[src/rtl/complex_mult_pkg.sv]
// Shared helpers for the complex multiplier stream: result width, rounding
// constant and parameter legality predicates.
package complex_mult_pkg;

  localparam int MIN_DOUT_WIDTH = 2;

  function automatic int full_width(input int din);
    return 2 * din + 1;
  endfunction

  function automatic longint round_const(input int shift);
    return (shift == 0) ? 64'sd0 : (64'sd1 <<< (shift - 1));
  endfunction

  function automatic bit shift_legal(input int din, input int shift);
    return (shift >= 0) && (shift <= 2 * din);
  endfunction

  function automatic bit dout_legal(input int dout);
    return dout >= MIN_DOUT_WIDTH;
  endfunction

endpackage

[src/rtl/complex_mult_stream_rnd_sat.sv]
// Combinational round-half-up, arithmetic right shift and symmetric clamp
// of one full-precision component into the output width.
module rnd_sat
  import complex_mult_pkg::*;
#(
  parameter int IN_W  = 33,
  parameter int OUT_W = 16,
  parameter int SHIFT = 15
) (
  input  logic signed [IN_W-1:0]  x,
  output logic signed [OUT_W-1:0] y,
  output logic                    sat
);

  localparam int EW = IN_W + 1;
  localparam logic signed [EW-1:0] RC = EW'(round_const(SHIFT));

  logic signed [EW-1:0] ext;
  logic signed [EW-1:0] shifted;

  // One guard bit keeps the rounding add from wrapping.
  assign ext     = {x[IN_W-1], x};
  assign shifted = (ext + RC) >>> SHIFT;

  if (OUT_W >= EW - SHIFT) begin : g_wide
    assign y   = OUT_W'(shifted);
    assign sat = 1'b0;
  end else begin : g_clamp
    localparam int TW = EW - OUT_W + 1;
    logic [TW-1:0] top;
    logic          over;

    // Value fits iff every bit from the output sign bit upward agrees.
    assign top  = shifted[EW-1:OUT_W-1];
    assign over = !((&top) || !(|top));
    assign sat  = over;

    always_comb begin
      y = shifted[OUT_W-1:0];
      if (over) begin
        y = shifted[EW-1] ? {1'b1, {(OUT_W-1){1'b0}}} : {1'b0, {(OUT_W-1){1'b1}}};
      end
    end
  end

endmodule

[src/rtl/complex_mult_stream.sv]
// Five-stage global-enable pipelined complex multiplier (three-multiplier form)
// with per-beat conjugate, round/saturate output scaling and sticky overflow.
module complex_mult_stream
  import complex_mult_pkg::*;
#(
  parameter int C_DIN_WIDTH  = 16,
  parameter int C_DOUT_WIDTH = 16,
  parameter int C_SHIFT      = 15,
  parameter int C_TAG_WIDTH  = 4
) (
  input  logic                           I_clk,
  input  logic                           I_rst_n,
  input  logic signed [C_DIN_WIDTH-1:0]  I_data1_i,
  input  logic signed [C_DIN_WIDTH-1:0]  I_data1_q,
  input  logic signed [C_DIN_WIDTH-1:0]  I_data2_i,
  input  logic signed [C_DIN_WIDTH-1:0]  I_data2_q,
  input  logic                           I_conj,
  input  logic        [C_TAG_WIDTH-1:0]  I_tag,
  input  logic                           I_data_v,
  output logic                           O_ready,
  output logic signed [C_DOUT_WIDTH-1:0] O_data_i,
  output logic signed [C_DOUT_WIDTH-1:0] O_data_q,
  output logic        [C_TAG_WIDTH-1:0]  O_tag,
  output logic                           O_data_v,
  input  logic                           I_ready,
  output logic                           O_sat,
  output logic                           O_ovf,
  input  logic                           I_ovf_clr
);

  localparam int DW = C_DIN_WIDTH;
  localparam int CW = DW + 1;
  localparam int AW = DW + 2;
  localparam int FW = full_width(DW);
  localparam int PW = AW + CW;

  if (!shift_legal(C_DIN_WIDTH, C_SHIFT)) begin : g_bad_shift
    $error("complex_mult_stream: C_SHIFT must lie in 0..2*C_DIN_WIDTH");
  end
  if (!dout_legal(C_DOUT_WIDTH)) begin : g_bad_dout
    $error("complex_mult_stream: C_DOUT_WIDTH must be at least 2");
  end

  logic en;
  assign en      = !O_data_v || I_ready;
  assign O_ready = en;

  logic s1_v, s2_v, s3_v, s4_v;

  logic signed [DW-1:0]       s1_i1, s1_q1, s1_i2, s1_q2;
  logic                       s1_conj;
  logic [C_TAG_WIDTH-1:0]     s1_tag, s2_tag, s3_tag, s4_tag;

  logic signed [DW-1:0]       s2_i1, s2_q1;
  logic signed [CW-1:0]       s2_q2;
  logic signed [AW-1:0]       s2_s0, s2_s1, s2_s2;

  logic signed [PW-1:0]       s3_m0, s3_m1, s3_m2;
  logic signed [FW-1:0]       s4_re, s4_im;

  logic signed [CW-1:0]       q2_ext, q2_c;
  logic signed [C_DOUT_WIDTH-1:0] rs_i, rs_q;
  logic                       sat_i, sat_q;

  // Extra bit so conjugating the most negative input is exact.
  assign q2_ext = CW'(s1_q2);
  assign q2_c   = s1_conj ? -q2_ext : q2_ext;

  always_ff @(posedge I_clk or negedge I_rst_n) begin
    if (!I_rst_n) begin
      s1_v <= 1'b0;
      s2_v <= 1'b0;
      s3_v <= 1'b0;
      s4_v <= 1'b0;
    end else if (en) begin
      s1_v <= I_data_v;
      s2_v <= s1_v;
      s3_v <= s2_v;
      s4_v <= s3_v;
    end
  end

  // Datapath stages carry no reset so the multiplies map cleanly onto DSPs.
  always_ff @(posedge I_clk) begin
    if (en) begin
      s1_i1   <= I_data1_i;
      s1_q1   <= I_data1_q;
      s1_i2   <= I_data2_i;
      s1_q2   <= I_data2_q;
      s1_conj <= I_conj;
      s1_tag  <= I_tag;

      s2_i1  <= s1_i1;
      s2_q1  <= s1_q1;
      s2_q2  <= q2_c;
      s2_s0  <= AW'(s1_i1) - AW'(s1_q1);
      s2_s1  <= AW'(s1_i2) - AW'(q2_c);
      s2_s2  <= AW'(s1_i2) + AW'(q2_c);
      s2_tag <= s1_tag;

      s3_m0  <= PW'(s2_s0) * PW'(s2_q2);
      s3_m1  <= PW'(s2_s1) * PW'(s2_i1);
      s3_m2  <= PW'(s2_s2) * PW'(s2_q1);
      s3_tag <= s2_tag;

      // True results always fit FW bits, so modular truncation is exact.
      s4_re  <= FW'(s3_m1 + s3_m0);
      s4_im  <= FW'(s3_m2 + s3_m0);
      s4_tag <= s3_tag;
    end
  end

  rnd_sat #(
    .IN_W  (FW),
    .OUT_W (C_DOUT_WIDTH),
    .SHIFT (C_SHIFT)
  ) u_rnd_sat_i (
    .x   (s4_re),
    .y   (rs_i),
    .sat (sat_i)
  );

  rnd_sat #(
    .IN_W  (FW),
    .OUT_W (C_DOUT_WIDTH),
    .SHIFT (C_SHIFT)
  ) u_rnd_sat_q (
    .x   (s4_im),
    .y   (rs_q),
    .sat (sat_q)
  );

  always_ff @(posedge I_clk or negedge I_rst_n) begin
    if (!I_rst_n) begin
      O_data_v <= 1'b0;
      O_data_i <= '0;
      O_data_q <= '0;
      O_tag    <= '0;
      O_sat    <= 1'b0;
    end else if (en) begin
      O_data_v <= s4_v;
      O_data_i <= rs_i;
      O_data_q <= rs_q;
      O_tag    <= s4_tag;
      O_sat    <= sat_i | sat_q;
    end
  end

  // A saturating transfer outranks a simultaneous clear.
  always_ff @(posedge I_clk or negedge I_rst_n) begin
    if (!I_rst_n) begin
      O_ovf <= 1'b0;
    end else if (O_data_v && I_ready && O_sat) begin
      O_ovf <= 1'b1;
    end else if (I_ovf_clr) begin
      O_ovf <= 1'b0;
    end
  end

endmodule

[config.mk]
export PLATFORM = sky130hd
export DESIGN_NAME = complex_mult_stream
export DESIGN_NICKNAME = d
export VERILOG_FILES = /design/src/rtl/complex_mult_pkg.sv /design/src/rtl/complex_mult_stream_rnd_sat.sv /design/src/rtl/complex_mult_stream.sv
export SDC_FILE = /design/constraint.sdc
export NUM_CORES = 2
export LEC_CHECK = 0
export ABC_AREA = 1
export BUFFER_PORTS_ARGS = -buffer_cell sky130_fd_sc_hd__buf_2
export CORE_ASPECT_RATIO = 1.4
export CORE_UTILIZATION = 60
export DETAILED_ROUTE_END_ITERATION = 7
export PLACE_DENSITY = 0.81
export SLEW_MARGIN = 20
export SYNTH_ARGS = -nofsm -noshare
export SYNTH_HDL_FRONTEND = slang
export SYNTH_SLANG_ARGS = --single-unit
[constraint.sdc]
create_clock -name I_clk -period 10.1 [get_ports I_clk]
set_input_delay 1.01 -clock I_clk [delete_from_list [all_inputs] [get_ports I_clk]]
set_output_delay 1.01 -clock I_clk [all_outputs]
set_load 0.01 [all_outputs]
# After elaboration in Yosys (flattened, before gate mapping)
# Index checks and enable logic that the tools add are counted.
# word_totals
ff_bits	391
latchBits	0
ramBits	0
mem_bits_ro	0
wordCells	64
mem_count	0
# op_classes
n_addsub	8
n_mul	3
div	0
n_lt_le_gt_ge	0
eq_ne	0
shift	0
n_mux	7
bitwise_logic	1
reduce_logical	15
# op_table
operator	count
$add 33x16->34 const B	2
$add 33x33->33	2
$mul 18x16->33	2
$mux 16	4
$mul 17x17->33	1
$add 16x17->18	1
$sub 16x17->18	1
$mux 17	1
$neg 16->17	1
$sub 16x16->17	1
$reduce_and 4->1	2
$reduce_or 4->1	2
$logic_not 1->1	5
$logic_or 1x1->1	3
$logic_and 1x1->1	2
$mux 1	2
$reduce_bool 2->1	1
$or 1x1->1	1

# Depth between registers and ports, before layout
# logic_depth
depth_word	6
depth_mapped	26

# Hierarchy
# From an unflattened synthesis, not the netlist that was laid out.
# unflattened
hier_cells	6577
hier_area_um2	54964.0
# by_module_without_submodules
mod	instances	cells_each	area_per_inst_um2	seq_area_each_um2
complex_mult_stream	1	6329	53495.1	11496.0
rnd_sat	2	124	734.5	0.0

# Least setup slack after synthesis
# No wires, ideal clock.
# synth_path
path_type	input to output
from	in I_ready
to	out O_ready
arrival_ns	10.012
path_slack_ns	-0.922
stages	3
path_buffers	1
cell_sequence	nor2_1 inv_2 buf_1
# synth_via
elab_chain_cells	1
# synth_rtl
item	line_no	source
from (decl)	complex_mult_stream.sv:25	input logic I_ready,
$logic_or 1x1->1	complex_mult_stream.sv:45	assign en = !O_data_v || I_ready;
to (decl)	complex_mult_stream.sv:20	output logic O_ready,
# Every way passes these cells.

# Final worst setup path
# layout_path
from	reg s2_i1[1]
to	reg s3_m1[29], data pin
# layout_via
elab_chain_cells	1
# layout_rtl
item	line_no	source
from (decl)	complex_mult_stream.sv:54	logic signed [DW-1:0] s2_i1, s2_q1;
from (signal assigned)	complex_mult_stream.sv:93	s2_i1 <= s1_i1;
$mul 18x16->33	complex_mult_stream.sv:102	s3_m1 <= PW'(s2_s1) * PW'(s2_i1);
to (signal assigned)	complex_mult_stream.sv:102	
to (decl)	complex_mult_stream.sv:58	logic signed [PW-1:0] s3_m0, s3_m1, s3_m2;
# Every way passes these cells.
# A chain may end at the register's enable or synchronous reset.

==> impl_results.md <==
* Outcome: complete, no violations
* Met2 Resource Use GR at between 50% and 60%
* Data required, critical path at 10.45 ns
* Boundary pin count at 114
* Initial Util at 60.9%
* Max_slew headroom at 29.4%
* GRT overflow at 0
* Warnings from Yosys at 0
* Setup CP Type: flop to flop
* Register area share after synthesis at about a fifth
* Max Slew Vio Count at 0
* Routed WL at between 100000 and 150000 µm
* Worst-case clock skew at approximately 0.03 ns
* Worst Hold Path Cells at 0
* Clk slew on worst S/H paths at approximately 0.07 ns
* Critical path peak fanout at 18
* Cells after Synth at 6207
* Final Hold Vio Count at 0
* Non-filler cells, final at 7343
* Drt pass-1 iters at 6
* Most used routing layer: met2
* Clock Tree Buf Depth at 3
* Setup TNS at 0 ns
* Syn Nets at 7508
* Least-Margin Pin Slew at 1.06 ns
* CTS tree: yes
* Chip height at 352 µm
* Max Clk Rate at 153 MHz
* Nets at between 7000 and 8000
* Initial antenna violation count at 2
* Global Route Usage Sum at 32.2%
* Commonest non-fill, non-tap cells in the layout: 1634 x inv_1, 1431 x nand2_1, 861 x fa_1, 366 x ha_1, 330 x nor2_1
* Count of different cell masters after synthesis at 49
* Vias at 39900
* M1 GR Usage at a little over a third
* Max_cap viols at 0
* Total CTS buffers at 38
* Final Cycle Share at 64.7%
* Post-DRT Antenna Nets at 0
* Syn avg cell area at around 8.4 µm²
* Simple-gate share of the synthesized area at 15.7%
* FP Rows at about 130
* Crit start category: flop
* Adder-cell share of the synthesized area at a little over two fifths
* # DRC at 0
* Mux cell area share after synthesis at 0%
* IO buf count at 113
* Number of clock sinks at between 300 and 400
* CTS H-tree depth at 2
* Grt met3 use at 5.30%
* Vias in the first global route at 42900
* Worst Path Arrival at 6.89 ns
* First-pass GRT wire length at ~220000 µm
* Layout cells sized above 1 at 4.16%
* Mapped Area at 0.0524 mm²
* Dpl hpwl at around 110000 µm
* Die width at 252 µm
* XOR/XNOR Fraction of Synth Area at 3.42%
* Most common cell after layout, fill and taps aside: inv_1
* Core Area at 0.0861 mm²
* Hold buffer count at CTS at 0
* Via density at 5.44
* Root buf cell: clkbuf_16
* Largest net degree at the start of global routing at 171
* Yosys reg bits at 362
* CTS resizes at 0
* Minimum clock period at about 6.5 ns
* Endpoints failing setup at 0
* Cell depth of the worst flop-to-flop path at 19
* Worst setup EP type: flop
* RSZ-0062 raised after global routing: no
* Die Area at 0.0886 mm²
* Placed cells at 7272
* Gpl congestion at 1.05
* Synth Area in Compound Gates at 5.56%
* Post-DR wirelength/cell at 18.6 µm
* Largest family of logic cells by synthesized area: adder cells
* Post-CTS Setup Inserts at 0
* Initial DRC count at 2840
* Skew-Pair Late Insertion Delay at approximately 0.6 ns
* Min-Delay Path Class: flop to flop
* Layout area overhead at 4.93%
## path summary, 6_finish.rpt
| check | slack, ns | from | endpoint |
|---|---|---|---|
| setup / recovery | 3.57 | s2_i1[1]$_DFFE_PP_ | s3_m1[29]$_DFFE_PP_ |
| hold / removal | 0.42 | s3_tag[2]$_DFFE_PP_ | s4_tag[2]$_DFFE_PP_ |
| setup reg to reg | 3.57 | s2_i1[1]$_DFFE_PP_ | s3_m1[29]$_DFFE_PP_ |
| hold reg to reg | 0.42 | s3_tag[2]$_DFFE_PP_ | s4_tag[2]$_DFFE_PP_ |
| max in group asynchronous | 8.97 | I_rst_n | O_data_i[4]$_DFFE_PN0P_ |
| min in group asynchronous | 0.55 | I_rst_n | O_tag[1]$_DFFE_PN0P_ |
## Yosys cell counts, drive strengths merged
cell        n  area (µm²)
inv      1640        6160
nand2    1455        5540
fa        861       17200
ha        366        4580
nor2      335        1270
edfxtp    319        9580
a21oi     246        1310
clkbuf    193         724
nand3     154         781
xor2      144        1260
o21ai     134         671
xnor2      61         534
dfrtp      43        1080
nor3       37         190
nand4      33         206
a21o       32         240
a31oi      27         169
o21bai     26         199
buf        19         120
or2        17         106
nor4       11        68.8
o21a       10        75.1
a21boi      9        67.6
nand3b      8        60.1
o211ai      6        45.0
o31ai       6        45.0
a221oi      4        35.0
a31o        2        17.5
o2111ai     2        17.5
o211a       2        20.0
and2        1        6.26
and3        1        6.26
clkinv      1        3.75
o22ai       1        6.26
or3         1        6.26
## sequential cells by signal (all words and copies together), names as in the netlist, 17 cells and up
name / flops
s3_m2: 33
s4_re: 19
s2_q2: 17
s3_m0: 33
s2_s2: 17
s3_m1: 33
s4_im: 19
s2_s0: 17
s2_s1: 18
## per-layer routing
layer | wire (µm) | vias up
li1 | - | 18300
met5 | 17 | -
met2 | 66900 | 1830
met4 | 10700 | 2
met1 | 48500 | 19300
met3 | 10500 | 541
## logic make-up after synthesis
family                   after synthesis
XOR/XNOR                             205
buffers and inverters               1853
flip-flops                           362
AND/OR/NAND/NOR                     2053
adder cells (fa/ha/maj)             1227
AO/OA/AOI/OAI                        507
## per-stage QoR
stage	area, µm²	hold slack [ns]	setup slack, ns	util (%)
detailed placement	53600	0.405	3.62	62.3
CTS	55000	0.420	3.61	63.9
finish	55000	0.419	3.57	63.9
global route	55000	0.421	3.30	63.9
global placement	53600	0.401	3.67	62.3
floorplan	52400	0.400	0.00353	-
## area by class of cell
class                   instances  area [µm²]
multi-input cells            3992       34800
fillers                      7177       31100
flip-flops and latches        362       10700
inverters                    1641        6170
well taps                    1161        1450
clock buffers                  43         970
repair buffers                116         601
clock inverters                27         395
diodes                          1        2.50
## worst max-delay path: stages (launching register included)
cell and delay [ns]:
edfxtp_1 0.70, nand2_1 0.23, inv_1 0.11, fa_1 0.75, inv_1 0.12, fa_1 0.56
inv_1 0.32, fa_1 0.51, fa_1 0.50, fa_1 0.48, inv_1 0.05, fa_1 0.47
inv_1 0.04, ha_1 0.35, a21oi_1 0.32, o21ai_0 0.19, a221oi_1 0.36, nand3_1 0.12
nand2_1 0.08, nand2_1 0.05
Power is left out: the tool's default activity adds up to more than one toggle a clock period on the data nets, which glitch-free logic cannot reach.
